## config.mk

```make
export PLATFORM = sky130hd
export DESIGN_NAME = ibias_seq_ctrl
export DESIGN_NICKNAME = d
export VERILOG_FILES = /design/src/rtl/ibias_seq_pkg.sv /design/src/rtl/ibias_sync2.sv /design/src/rtl/ibias_seq_ctrl.sv
export SDC_FILE = /design/constraint.sdc
export NUM_CORES = 1
export LEC_CHECK = 0
export CORE_MARGIN = 2
export CORE_UTILIZATION = 49
export CTS_CLUSTER_SIZE = 40
export DETAILED_ROUTE_END_ITERATION = 10
export PLACE_DENSITY = 0.8
export SYNTH_ARGS = -nofsm -noshare
export SYNTH_HDL_FRONTEND = slang
export SYNTH_SLANG_ARGS = --single-unit
```

## constraint.sdc

```tcl
create_clock -name clk_i -period 3.2 [get_ports clk_i]
set_clock_uncertainty 0.1 [all_clocks]
set_input_delay 0.32 -clock clk_i [delete_from_list [all_inputs] [get_ports clk_i]]
set_output_delay 0.32 -clock clk_i [all_outputs]
set_load 0.02 [all_outputs]
```

## src/rtl/ibias_seq_pkg.sv

```systemverilog
// Shared types and constants for the current/voltage bias sequencer.
// Holds the 3-bit FSM state encoding (also exported on state_o for debug),
// trim field widths and trim reset values, plus small elaboration helpers.
package ibias_seq_pkg;

  localparam int unsigned StateW     = 3;
  localparam int unsigned TrimIbiasW = 5;
  localparam int unsigned TrimVbiasW = 4;

  // Mid-scale trims so an untrimmed cell sits at nominal bias.
  localparam logic [TrimIbiasW-1:0] TrimIbiasRst = 5'd16;
  localparam logic [TrimVbiasW-1:0] TrimVbiasRst = 4'd8;

  typedef enum logic [StateW-1:0] {
    StOff       = 3'd0,
    StStartup   = 3'd1,
    StWaitValid = 3'd2,
    StSettle    = 3'd3,
    StReady     = 3'd4,
    StError     = 3'd5
  } biasState_e;

  // Largest of three cycle parameters; sizes the shared counter.
  function automatic int unsigned maxOf3(input int unsigned a,
                                         input int unsigned b,
                                         input int unsigned c);
    int unsigned m;
    m = a;
    if (b > m) m = b;
    if (c > m) m = c;
    return m;
  endfunction

  // States in which the bias cell is enabled and following the requests.
  function automatic logic isActive(input biasState_e s);
    return (s == StStartup) || (s == StWaitValid) ||
           (s == StSettle)  || (s == StReady);
  endfunction

endpackage

```

## src/rtl/ibias_sync2.sv

```systemverilog
// Two-flop synchronizer for a single asynchronous level.
// Ports:
//   clk_i  - destination clock
//   rst_ni - synchronous active-low reset, both flops clear to 0
//   d_i    - asynchronous input
//   q_o    - synchronized output, two cycles of latency
module ibias_sync2 (
  input  logic clk_i,
  input  logic rst_ni,
  input  logic d_i,
  output logic q_o
);

  logic meta;

  always_ff @(posedge clk_i) begin
    if (!rst_ni) begin
      meta <= 1'b0;
      q_o  <= 1'b0;
    end else begin
      meta <= d_i;
      q_o  <= meta;
    end
  end

endmodule

```

## src/rtl/ibias_seq_ctrl.sv

```systemverilog
// Bias power-up sequencer: kicks the bandgap, waits for its valid flag,
// requires a stable settle window, then flags the bias as ready. Loss of
// valid while ready, or no valid within the timeout, latches a sticky error.
// Ports:
//   clk_i, rst_ni              - clock, synchronous active-low reset
//   req_ibias_i, req_vbias_i   - bias requests
//   trim_load_i                - strobe capturing trim_ibias_i / trim_vbias_i
//   err_clr_i                  - clears the sticky error (ERROR -> OFF)
//   bg_valid_i                 - asynchronous bandgap valid
//   en_ibias_o, en_vbias_o     - registered cell enables
//   bg_startup_o               - bandgap startup kick
//   trim_ibias_o, trim_vbias_o - registered trims
//   bias_ready_o, bias_err_o   - status
//   state_o                    - FSM state for debug
module ibias_seq_ctrl
  import ibias_seq_pkg::*;
#(
  parameter int unsigned STARTUP_CYC = 16,
  parameter int unsigned SETTLE_CYC  = 64,
  parameter int unsigned TIMEOUT_CYC = 1024
) (
  input  logic                  clk_i,
  input  logic                  rst_ni,
  input  logic                  req_ibias_i,
  input  logic                  req_vbias_i,
  input  logic                  trim_load_i,
  input  logic [TrimIbiasW-1:0] trim_ibias_i,
  input  logic [TrimVbiasW-1:0] trim_vbias_i,
  input  logic                  err_clr_i,
  input  logic                  bg_valid_i,
  output logic                  en_ibias_o,
  output logic                  en_vbias_o,
  output logic                  bg_startup_o,
  output logic [TrimIbiasW-1:0] trim_ibias_o,
  output logic [TrimVbiasW-1:0] trim_vbias_o,
  output logic                  bias_ready_o,
  output logic                  bias_err_o,
  output logic [StateW-1:0]     state_o
);

  localparam int unsigned MaxCyc = maxOf3(STARTUP_CYC, SETTLE_CYC, TIMEOUT_CYC);
  localparam int unsigned CntW   = $clog2(MaxCyc + 1);

  // Reload values: a state loaded with N-1 on entry spends exactly N cycles
  // before its counter hits zero and the exit condition fires.
  localparam logic [CntW-1:0] StartupLoad = CntW'(STARTUP_CYC - 1);
  localparam logic [CntW-1:0] SettleLoad  = CntW'(SETTLE_CYC - 1);
  localparam logic [CntW-1:0] TimeoutLoad = CntW'(TIMEOUT_CYC - 1);

  biasState_e            state;
  biasState_e            stateNext;
  logic [CntW-1:0]       cnt;
  logic [CntW-1:0]       cntNext;
  logic                  vld;
  logic                  anyReq;
  logic                  enIbiasNext;
  logic                  enVbiasNext;
  logic                  bgStartupNext;
  logic                  readyNext;
  logic                  errNext;
  logic [TrimIbiasW-1:0] trimIbiasNext;
  logic [TrimVbiasW-1:0] trimVbiasNext;

  // bg_valid_i crosses from the analog domain; only the synced copy is used.
  ibias_sync2 u_bgValidSync (
    .clk_i  (clk_i),
    .rst_ni (rst_ni),
    .d_i    (bg_valid_i),
    .q_o    (vld)
  );

  assign anyReq  = req_ibias_i | req_vbias_i;
  assign state_o = state;

  // Next state, shared counter and registered-output next values.
  always_comb begin
    stateNext     = state;
    cntNext       = cnt;
    enIbiasNext   = 1'b0;
    enVbiasNext   = 1'b0;
    bgStartupNext = 1'b0;
    readyNext     = 1'b0;
    errNext       = 1'b0;
    trimIbiasNext = trim_ibias_o;
    trimVbiasNext = trim_vbias_o;

    // Dropping both requests wins over everything except the sticky error.
    unique case (state)
      StOff: begin
        if (anyReq) stateNext = StStartup;
      end
      StStartup: begin
        if (!anyReq)          stateNext = StOff;
        else if (cnt == '0)   stateNext = StWaitValid;
      end
      StWaitValid: begin
        if (!anyReq)          stateNext = StOff;
        else if (vld)         stateNext = StSettle;
        else if (cnt == '0)   stateNext = StError;
      end
      StSettle: begin
        if (!anyReq)          stateNext = StOff;
        else if (!vld)        stateNext = StWaitValid;
        else if (cnt == '0)   stateNext = StReady;
      end
      StReady: begin
        // Loss of valid outranks a trim reload.
        if (!anyReq)          stateNext = StOff;
        else if (!vld)        stateNext = StError;
        else if (trim_load_i) stateNext = StSettle;
      end
      StError: begin
        if (err_clr_i) stateNext = StOff;
      end
      default: stateNext = StOff;
    endcase

    // Counter reloads on every state change, otherwise counts down to zero.
    if (stateNext != state) begin
      case (stateNext)
        StStartup:   cntNext = StartupLoad;
        StWaitValid: cntNext = TimeoutLoad;
        StSettle:    cntNext = SettleLoad;
        default:     cntNext = '0;
      endcase
    end else if (cnt != '0) begin
      cntNext = cnt - CntW'(1);
    end

    // Outputs are decoded from the next state so they align with state_o.
    if (isActive(stateNext)) begin
      enIbiasNext = req_ibias_i;
      enVbiasNext = req_vbias_i;
    end
    bgStartupNext = (stateNext == StStartup);
    readyNext     = (stateNext == StReady);
    errNext       = (stateNext == StError);

    if (trim_load_i) begin
      trimIbiasNext = trim_ibias_i;
      trimVbiasNext = trim_vbias_i;
    end
  end

  // State, counter and output registers.
  always_ff @(posedge clk_i) begin
    if (!rst_ni) begin
      state        <= StOff;
      cnt          <= '0;
      en_ibias_o   <= 1'b0;
      en_vbias_o   <= 1'b0;
      bg_startup_o <= 1'b0;
      bias_ready_o <= 1'b0;
      bias_err_o   <= 1'b0;
      trim_ibias_o <= TrimIbiasRst;
      trim_vbias_o <= TrimVbiasRst;
    end else begin
      state        <= stateNext;
      cnt          <= cntNext;
      en_ibias_o   <= enIbiasNext;
      en_vbias_o   <= enVbiasNext;
      bg_startup_o <= bgStartupNext;
      bias_ready_o <= readyNext;
      bias_err_o   <= errNext;
      trim_ibias_o <= trimIbiasNext;
      trim_vbias_o <= trimVbiasNext;
    end
  end

endmodule

```

Word-level counts from Yosys, hierarchy flattened
Index checks and enable logic that the tools add are counted.
- ROM bits: 0
- output and inout bits: 17
- memory bits (writable): 0
- memories kept: 0
- input bits: 16
- bits in latches: 0
- bits in registers: 30
- word-level logic and storage cells: 49
- shift-type cells: 0
- $lt $le $gt $ge: 0
- eq/ne operators: 11
- bitwise logic cells: 1
- div/mod/pow operators: 0
- reduce and logical (&&, ||, !) cells: 8
- multiply operators: 0
- add/sub/neg operators: 1
- mux-type cells: 17
- operator list (cell ; number):
    3-bit two-way mux ; 13
    10-bit case mux with 3 select lines ; 1
    11-bit two-way mux ; 2
    3-bit case mux with 6 select lines ; 1
    3-bit by 2-bit == test with 1-bit output (second input constant) ; 4
    3-bit == test (second input constant) ; 4
    11-bit zero test ; 1
    11-bit nonzero test ; 1
    11-bit by 1-bit subtractor with 11-bit output (second input constant) ; 1
    3-bit by 1-bit == test with 1-bit output (second input constant) ; 2
    3-bit zero test ; 1
    1-bit logical OR ; 3
    3-bit != test ; 1
    2-bit AND reduction ; 1
    2-bit nonzero test ; 1
    1-bit OR ; 1

Depth between registers and ports, before layout
Gate-level depths: netlist of run 1.
- depth after elaboration: 10
- depth in mapped cells: 8
- mapped depth without buffers: 8

Cells and area by module
A second synthesis of run 1 with hierarchy kept.
- cell total of the unflattened synthesis: 151
- area, all modules: 1445.1 um2
- modules (own cells, without submodules) (module ; area each (um2) ; sequential area each (um2) ; times used ; cells an instance):
    ibias_seq_ctrl ; 1392.6 ; 560.5 ; 1 ; 147
    ibias_sync2 ; 52.6 ; 40.0 ; 1 ; 4

Worst setup path before layout of run 1
OpenSTA, ideal clock, no wires.
- kind: reg2reg
- start: register cnt[0]
- end: register en_ibias_o
- setup slack: 1001 ps
- arrival: 1985 ps
- required time: 2985 ps
- cell stages (with the launch flop): 9
- setup time: 115 ps
- clock period less this slack: 2199 ps
- buffers on the path: 0
- path through: dfxtp_1 -> inv_1 -> ha_1 -> nor4b_2 -> and3_4 -> or4b_4 -> a311oi_2 -> o21ai_1 -> and2_1
- longest elaborated chain between the ends: 10
- elaborated cells on any way between the ends: 18
- those cells by class: eq/ne (4); mux (9); reduce/logical (5)
- ends and longest elaborated chain (item ; RTL line ; text):
    start, declared ; ibias_seq_ctrl.sv:52 ; logic [CntW-1:0] cnt;
    start signal, assigned ; ibias_seq_ctrl.sv:159 ; cnt <= cntNext;
    11-bit zero test * ; ibias_seq_ctrl.sv:94, ibias_seq_ctrl.sv:99, ibias_seq_ctrl.sv:104 ;
    3-bit two-way mux (on tied branches) ; ibias_seq_ctrl.sv:104, ibias_seq_ctrl.sv:99 ;
    3-bit two-way mux (on tied branches) ; ibias_seq_ctrl.sv:103, ibias_seq_ctrl.sv:98 ;
    3-bit two-way mux (on tied branches) ; ibias_seq_ctrl.sv:102, ibias_seq_ctrl.sv:97 ;
    3-bit case mux with 6 select lines * ; ibias_seq_ctrl.sv:88 ; unique case (state)
    3-bit by 1-bit == test with 1-bit output or 3-bit by 2-bit == test with 1-bit output (tied branches) ; ibias_seq_pkg.sv:36 ; return (s == StStartup) || (s == StWaitValid) ||
    1-bit logical OR (2 in a row) ; ibias_seq_pkg.sv:36 ;
    1-bit logical OR * ; ibias_seq_pkg.sv:37 ; (s == StSettle) || (s == StReady);
    2-bit AND reduction (no line) * ; -- ;
    end signal, assigned ; ibias_seq_ctrl.sv:160 ; en_ibias_o <= enIbiasNext;
    end, declared ; ibias_seq_ctrl.sv:31 ; output logic en_ibias_o,
Mark *: on every way between the ends. The rest lies on a longest branch, timed or not.
A chain may end at the register's enable or synchronous reset.

Final worst setup path of run 1
Same ends and word-level chain as after synthesis.

==> results of run 1 <==
[cell usage after synthesis, types with 3 or more instances]
cell | n | area share (%)
sky130_fd_sc_hd__nand2b_1 | 3 | 1.3
sky130_fd_sc_hd__mux2i_1 | 9 | 6.2
sky130_fd_sc_hd__nor3b_1 | 3 | 1.5
sky130_fd_sc_hd__nor3_1 | 5 | 1.7
sky130_fd_sc_hd__nand2_1 | 8 | 2.1
sky130_fd_sc_hd__dfxtp_1 | 30 | 41
sky130_fd_sc_hd__and2_1 | 6 | 2.6
sky130_fd_sc_hd__or3_1 | 3 | 1.3
sky130_fd_sc_hd__nor2_1 | 10 | 2.6
sky130_fd_sc_hd__o21ai_0 | 13 | 4.5
sky130_fd_sc_hd__xnor2_1 | 8 | 4.8
sky130_fd_sc_hd__inv_1 | 4 | 1.0
sky130_fd_sc_hd__o21ai_1 | 3 | 1.0
sky130_fd_sc_hd__nand4_1 | 3 | 1.3
sky130_fd_sc_hd__nor2b_1 | 11 | 4.7
[final timing paths]
path	start	endpoint	slack [ns]	depth (start not counted)
max	cnt[0]	en_ibias_o	0.77	8
min	u_bgValidSync.meta	u_bgValidSync.q_o	0.34	1
max reg2reg	cnt[0]	en_ibias_o	0.77	8
min reg2reg	u_bgValidSync.meta	u_bgValidSync.q_o	0.34	1
[power by group through the flow]
stage | logic (W) | clock network (W) | registers [W]
after floorplan | 0.000463 | 0 | 0.000536
after global placement | 0.000595 | 0 | 0.000536
after detailed placement | 0.000613 | 0 | 0.000538
after CTS | 0.000621 | 0.000220 | 0.000530
after global routing | 0.000687 | 0.000242 | 0.000541
final | 0.000618 | 0.000215 | 0.000531
[cells in the final DEF, fill, tap and decap left out, drive strengths merged, types with 2 or more instances in the layout]
master / instances
nor3b: 3
nand4: 4
or4b: 2
nor3: 7
nand3: 2
nor2: 10
or3: 4
clkbuf: 6
inv: 4
xnor2: 8
o22ai: 2
nand2b: 3
nor2b: 11
dfxtp: 30
o21ai: 16
mux2i: 9
o311ai: 2
a211oi: 2
or2: 2
clkdlybuf4s50: 32
nand2: 8
and2: 6
[per-stage QoR]
stage | instances | area [sq um] | hold WS, ns
6_report | 221 | 1840 | 0.343
5_1_grt | 221 | 1840 | 0.359
4_1_cts | 221 | 1840 | 0.347
3_5_place_dp | 215 | 1790 | 0.325
3_3_place_gp | 215 | 1790 | 0.317
2_1_floorplan | 156 | 1460 | 0.312
[layer usage]
metal	global-route usage [%]	up-vias	wire length, microns
met5	0	-	0
met4	8.97	0	32
met3	6.37	4	218
met2	32.1	44	1450
met1	24.8	585	1360
li1	-	624	-
[flip-flops by register name (all words and copies together) (netlist names)]
name / count
bg_startup_o: 1
bias_err_o: 1
bias_ready_o: 1
cnt: 11
en_ibias_o: 1
en_vbias_o: 1
state_o: 3
trim_ibias_o: 5
trim_vbias_o: 4
u_bgValidSync.meta: 1
u_bgValidSync.q_o: 1
[area by class of cell]
type | instances | area share [%]
multi-input combinational | 117 | 44.0
sequential | 30 | 32.6
clock buffer | 6 | 2.78
timing repair buffer | 33 | 17.8
tap | 31 | 2.10
inverter | 4 | 0.814
[cells by family after synthesis]
group,count (synthesis)
AOI/OAI and AO/OA,32
xor gates and xnor gates,9
adders and majority gates,1
buffers and inverters,9
DFF,30
muxes,9
and+or+nand+nor,66
==> impl_metrics.tcl, run 1 <==
set metrics [dict create \
    cp-start-kind "flip-flop" \
    cts-resized-gates 0 \
    multi_input_area_sq_um 811 \
    drive_gt1_share_pct 11.1 \
    tritoncts.num_buffers 5 \
    largest_net_degree_at_the_start_of_global_routing 18 \
    totalNegativeSetupSlack_ns 0 \
    slew_headroom_pct 63.1 \
    finalHoldViolCount 0 \
    tightest_slew_ns 0.552 \
    routed_via_density 5.69 \
    timing.max_cap.violations 0 \
    detailedPlacementHpwl_mm 2.28 \
    timing.critical_path.slowest_cell_delay_ns 0.49 \
    initialDrtViolationCount 50 \
    yosys-mux-area-fraction_pct 6.17 \
    power-per-cell-area_mw_per_mm2 740 \
    worst_ir_drop_vdd_uv 667 \
    buffers_on_ports 32 \
    async_reset_ff_share_pct 0 \
    first_global_vias 1192 \
    vias 1257 \
    synth-compound-area-share_pct 15.2 \
    synthCells 156 \
    number_of_library_cell_types_mapped_by_synthesis 46 \
    yosysWarnings 0 \
    die-height_microns 58.6 \
    placement.setup.worst_slack_ns 0.675 \
    post_synthesis_cell_area_sq_mm 0.00146 \
    worst_setup_hold_path_clk_slew_ns 0.09 \
    synth_edf_count 0 \
    fp-row-count 19 \
    total_switching_power_w 0.000520 \
    post_drt_wl_per_cell_microns 13.9 \
    path_max_fanout 4 \
    post-route-drc-count 0 \
    critPathBufInv 1 \
    rsz0062_at_grt "false" \
    routabilityCongestion 0.892 \
    starting_density_of_the_core_pct 52.5 \
    worstSkewPairLatency_ns 0.32 \
    synth.yosys.seq_area_share_pct 41.2 \
    timing.hold.worst.class "flip-flop to flip-flop" \
    grt_remaining_overflow 0 \
    postCtsSetupRepairBufs 0 \
    n_antenna_cell 0 \
    timing.critical_path.arrival_ns 2.54 \
    detailedRoute.firstPassIterationCount 4 \
    tcrit_tclk_final_pct 75.8 \
    postSynthNetCount 173 \
    finalWirelength_mm 3.06 \
    hold_buf_cts 0 \
    finalMaxSlewViolations 0 \
    seqCellArea_sq_um 601 \
    clock_root_buffer "sky130_fd_sc_hd__clkbuf_4" \
    p_int_w 0.000844 \
    design.die.area_sq_mm 0.00343 \
    cts.sink_count 30 \
    synth_xor_xnor_area_share_pct 5.40 \
    ys.flop_type "sky130_fd_sc_hd__dfxtp_1" \
    cts-root-to-sink-buffers 2 \
    criticalPathCategory "flip-flop to flip-flop" \
    fillers 239 \
    initial_antenna_violation_count 0 \
    fmax_ghz 0.412 \
    fp.dieW_microns 58.6 \
    layout_setup_ws_ns 0.775 \
    static-leakage-power_nw 0.677 \
    post_synth_and_or_nand_nor_area_fraction_pct 28.0 \
    core_region_area_sq_mm 0.00278 \
    top_family_by_delay_on_critical_path "simple AND/OR/NAND/NOR gates" \
    area.growth.synth_to_final_pct 26.4 \
    antenna_left 0 \
    result_of_the_run "completed" \
    post_synth_fa_ha_maj_area_fraction_pct 0.858 \
    tritoncts "built" \
    final_net_count 208 \
    switching_share_pct 38.2 \
    clock_share_of_power_pct 15.8 \
    timing.critical_path.slowest_stage_cell "sky130_fd_sc_hd__or4b_4" \
    postSynthAreaPerCell_sq_um 9.35 \
    finalWorstPathRequiredPeriod_ns 2.43 \
    power_w 0.00136 \
    postLayoutCoreUtil_pct 66.3 \
    first_pass_grt_wire_length_mm 5.26 \
    worst-endpoint-required_ns 3.31 \
    num_io_pins 33 \
    ys_seq_elements 30 \
    grtUsageTotal_pct 20.1 \
    power_frac_comb_pct 45.3 \
    cts_max_level 2 \
    critPathCaptureType "flip-flop" \
    final-setup-viol-count 0 \
    synth_top_family_by_area "simple AND/OR/NAND/NOR gates" \
    power_frac_seq_pct 38.9 \
    critical_path.cell_chain "inv_1, ha_1, nor4b_2, and3_4, or4b_4, a311oi_2, o21ai_1, and2_1" \
]
Power figures use the tool's default switching activity.
==> run 2, diff against run 1 <==
--- a/config.mk
+++ b/config.mk
@@ -6,10 +6,10 @@
 export NUM_CORES = 1
 export LEC_CHECK = 0
 export CORE_MARGIN = 2
-export CORE_UTILIZATION = 49
+export CORE_UTILIZATION = 44
 export CTS_CLUSTER_SIZE = 40
 export DETAILED_ROUTE_END_ITERATION = 10
-export PLACE_DENSITY = 0.8
+export PLACE_DENSITY = 0.76
 export SYNTH_ARGS = -nofsm -noshare
 export SYNTH_HDL_FRONTEND = slang
 export SYNTH_SLANG_ARGS = --single-unit
==> constraint.sdc (replaced) <==
create_clock -name clk_i -period 2.05 [get_ports clk_i]
set_clock_uncertainty 0.1 [all_clocks]
set_input_delay 0.205 -clock clk_i [delete_from_list [all_inputs] [get_ports clk_i]]
set_output_delay 0.205 -clock clk_i [all_outputs]
set_load 0.02 [all_outputs]
==> impl_metrics.tcl, run 2 (synthesis results as in run 1) <==
set metrics [dict create \
    fmax_ghz 0.463 \
    largest-register "cnt" \
    num_io_pins 33 \
    finalWorstPathRequiredPeriod_ns 2.16 \
    cts_max_level 2 \
    tightest_slew_ns 0.426 \
    cts-root-to-sink-buffers 2 \
    timing.hold.worst.class "flip-flop to flip-flop" \
    mostFrequentLayoutCells "sky130_fd_sc_hd__clkdlybuf4s50_1 (32), sky130_fd_sc_hd__dfxtp_1 (28), sky130_fd_sc_hd__buf_4 (26), sky130_fd_sc_hd__nor2b_1 (11), sky130_fd_sc_hd__o21ai_1 (10)" \
    reg2regPathDepth 8 \
    timing.hold.worst.start "u_bgValidSync.meta" \
    worstReg2RegStart "cnt[1]" \
    initial_antenna_violation_count 0 \
    tritoncts.num_buffers 5 \
    first_global_vias 1386 \
    placement.setup.worst_slack_ns -0.245 \
    power-per-cell-area_mw_per_mm2 1250 \
    core_region_area_sq_mm 0.00310 \
    largest_register_ffs 11 \
    cts.sink_count 30 \
    mostFrequentLayoutCell "sky130_fd_sc_hd__clkdlybuf4s50_1" \
    detailedPlacementHpwl_mm 2.56 \
    holdPathStages 1 \
    finalHoldViolCount 0 \
    power_frac_seq_pct 30.5 \
    hold_buf_cts 0 \
    static-leakage-power_nw 0.837 \
    post-route-drc-count 0 \
    initialDrtViolationCount 51 \
    worst_setup_hold_path_clk_slew_ns 0.09 \
    buffers_on_ports 32 \
    timing.reg2reg.setup_slack_ns -0.11 \
    tcrit_tclk_final_pct 105 \
    slew_headroom_pct 71.6 \
    total_switching_power_w 0.00106 \
    critPathCaptureType "flip-flop" \
    grt_remaining_overflow 0 \
    antenna_left 0 \
    final-setup-viol-count 14 \
    whs_endpoint "u_bgValidSync.q_o" \
    n_antenna_cell 0 \
    first_pass_grt_wire_length_mm 5.91 \
    power_frac_comb_pct 55.9 \
    clock_root_buffer "sky130_fd_sc_hd__clkbuf_4" \
    largest_net_degree_at_the_start_of_global_routing 17 \
    violations "negative setup slack" \
    routabilityCongestion 0.947 \
    path_max_fanout 3 \
    vias 1390 \
    fp.dieW_microns 61.6 \
    finalMaxSlewViolations 0 \
    die-height_microns 61.6 \
    final_net_count 234 \
    drive_gt1_share_pct 28.4 \
    clock_share_of_power_pct 13.6 \
    result_of_the_run "complete, but fails checks" \
    worst_ir_drop_vdd_uv 510 \
    timing.max_cap.violations 0 \
    p_int_w 0.00165 \
    design.die.area_sq_mm 0.00379 \
    criticalPathCategory "flip-flop to flip-flop" \
    tritoncts "built" \
    totalNegativeSetupSlack_ns -0.840 \
    timing.critical_path.arrival_ns 2.29 \
    worstSkewPairLatency_ns 0.33 \
    switching_share_pct 39.1 \
    worst-endpoint-required_ns 2.18 \
    post_drt_wl_per_cell_microns 14.9 \
    area.growth.synth_to_final_pct 49.1 \
    fp-row-count 20 \
    starting_density_of_the_core_pct 47.0 \
    detailedRoute.firstPassIterationCount 4 \
    layout_setup_ws_ns -0.109 \
    power_w 0.00272 \
    rsz0062_at_grt "true" \
    cp-start-kind "flip-flop" \
    routed_via_density 5.31 \
    finalWirelength_mm 3.90 \
    crit-reg2reg-capture "en_ibias_o" \
    reg.largest.list "cnt (11), trim_ibias_o (5), trim_vbias_o (4)" \
    grtUsageTotal_pct 21.7 \
]
-- run 2: cell types whose count changed in the layout (fill, tap and decap cells not counted), sizes merged --
cell    change
clkbuf      +1
clkinv      +1
buf        +26
-- run 2: stage by stage --
stage / instance area (sq um) / instances / util (%) / hold WS, ns
4_1_cts: 2090 / 258 / 67.4 / 0.348
5_1_grt: 2170 / 262 / 70.1 / 0.352
3_3_place_gp: 1980 / 247 / 63.7 / 0.318
2_1_floorplan: 1480 / 156 / - / 0.232
3_5_place_dp: 1980 / 247 / 63.7 / 0.320
6_report: 2170 / 262 / 70.1 / 0.336
-- run 2: power groups by stage --
stage | sequential, W | combinational (W) | clock [W]
6_report | 0.000828 | 0.00152 | 0.000370
2_1_floorplan | 0.000853 | 0.000766 | 0
4_1_cts | 0.000821 | 0.00133 | 0.000374
5_1_grt | 0.000845 | 0.00163 | 0.000408
3_5_place_dp | 0.000834 | 0.00122 | 0
3_3_place_gp | 0.000824 | 0.00119 | 0
-- run 2: what timing repair did --
action                                 4_1_cts  5_1_grt
gates resized for setup                      6       17
endpoints found under the hold margin        0        0
setup buffers                                3        4
pin swaps                                    8        9
cloned                                       0        0
setup endpoints to repair                   16       16
-- run 2: critical path, stage by stage, from the launching register on --
cell and delay (ns):
sky130_fd_sc_hd__dfxtp_2 0.35, sky130_fd_sc_hd__inv_2 0.05, sky130_fd_sc_hd__ha_4 0.15, sky130_fd_sc_hd__nor4b_4 0.13
sky130_fd_sc_hd__and3_4 0.20, sky130_fd_sc_hd__or4b_4 0.50, sky130_fd_sc_hd__a311oi_4 0.31, sky130_fd_sc_hd__o21ai_1 0.12
sky130_fd_sc_hd__and2_1 0.16
-- run 2: worst max-delay path by stage --
| stage | startpoint | to | slack (ns) |
|---|---|---|---|
| 6_report | cnt[1] | en_ibias_o | -0.11 |
| 5_1_grt | cnt[1] | state_o[0] | -0.18 |
| 4_1_cts | cnt[1] | cnt[8] | -0.12 |
| 3_5_place_dp | req_vbias_i | cnt[5] | -0.25 |
| 3_3_place_gp | cnt[0] | en_vbias_o | -0.14 |
| 2_1_floorplan | cnt[1] | en_ibias_o | -0.06 |
-- run 2: layout make-up --
type                            instances  area [sq um]
Tap cell                               44          55.1
Fill cell                             260           928
Sequential cell                        30           603
Inverter                                4          15.0
Clock inverter                          1          5.00
Timing Repair Buffer                   59           527
Multi-Input combinational cell        117           915
Clock buffer                            7          55.1
-- run 2: routing by layer --
layer / up-vias / track usage, % / wire length (microns)
met1: 649 / 24.3 / 1620
met5: - / 0 / 0
met2: 45 / 34.3 / 2000
met3: 10 / 9.87 / 211
met4: 0 / 11.9 / 72
li1: 686 / - / -
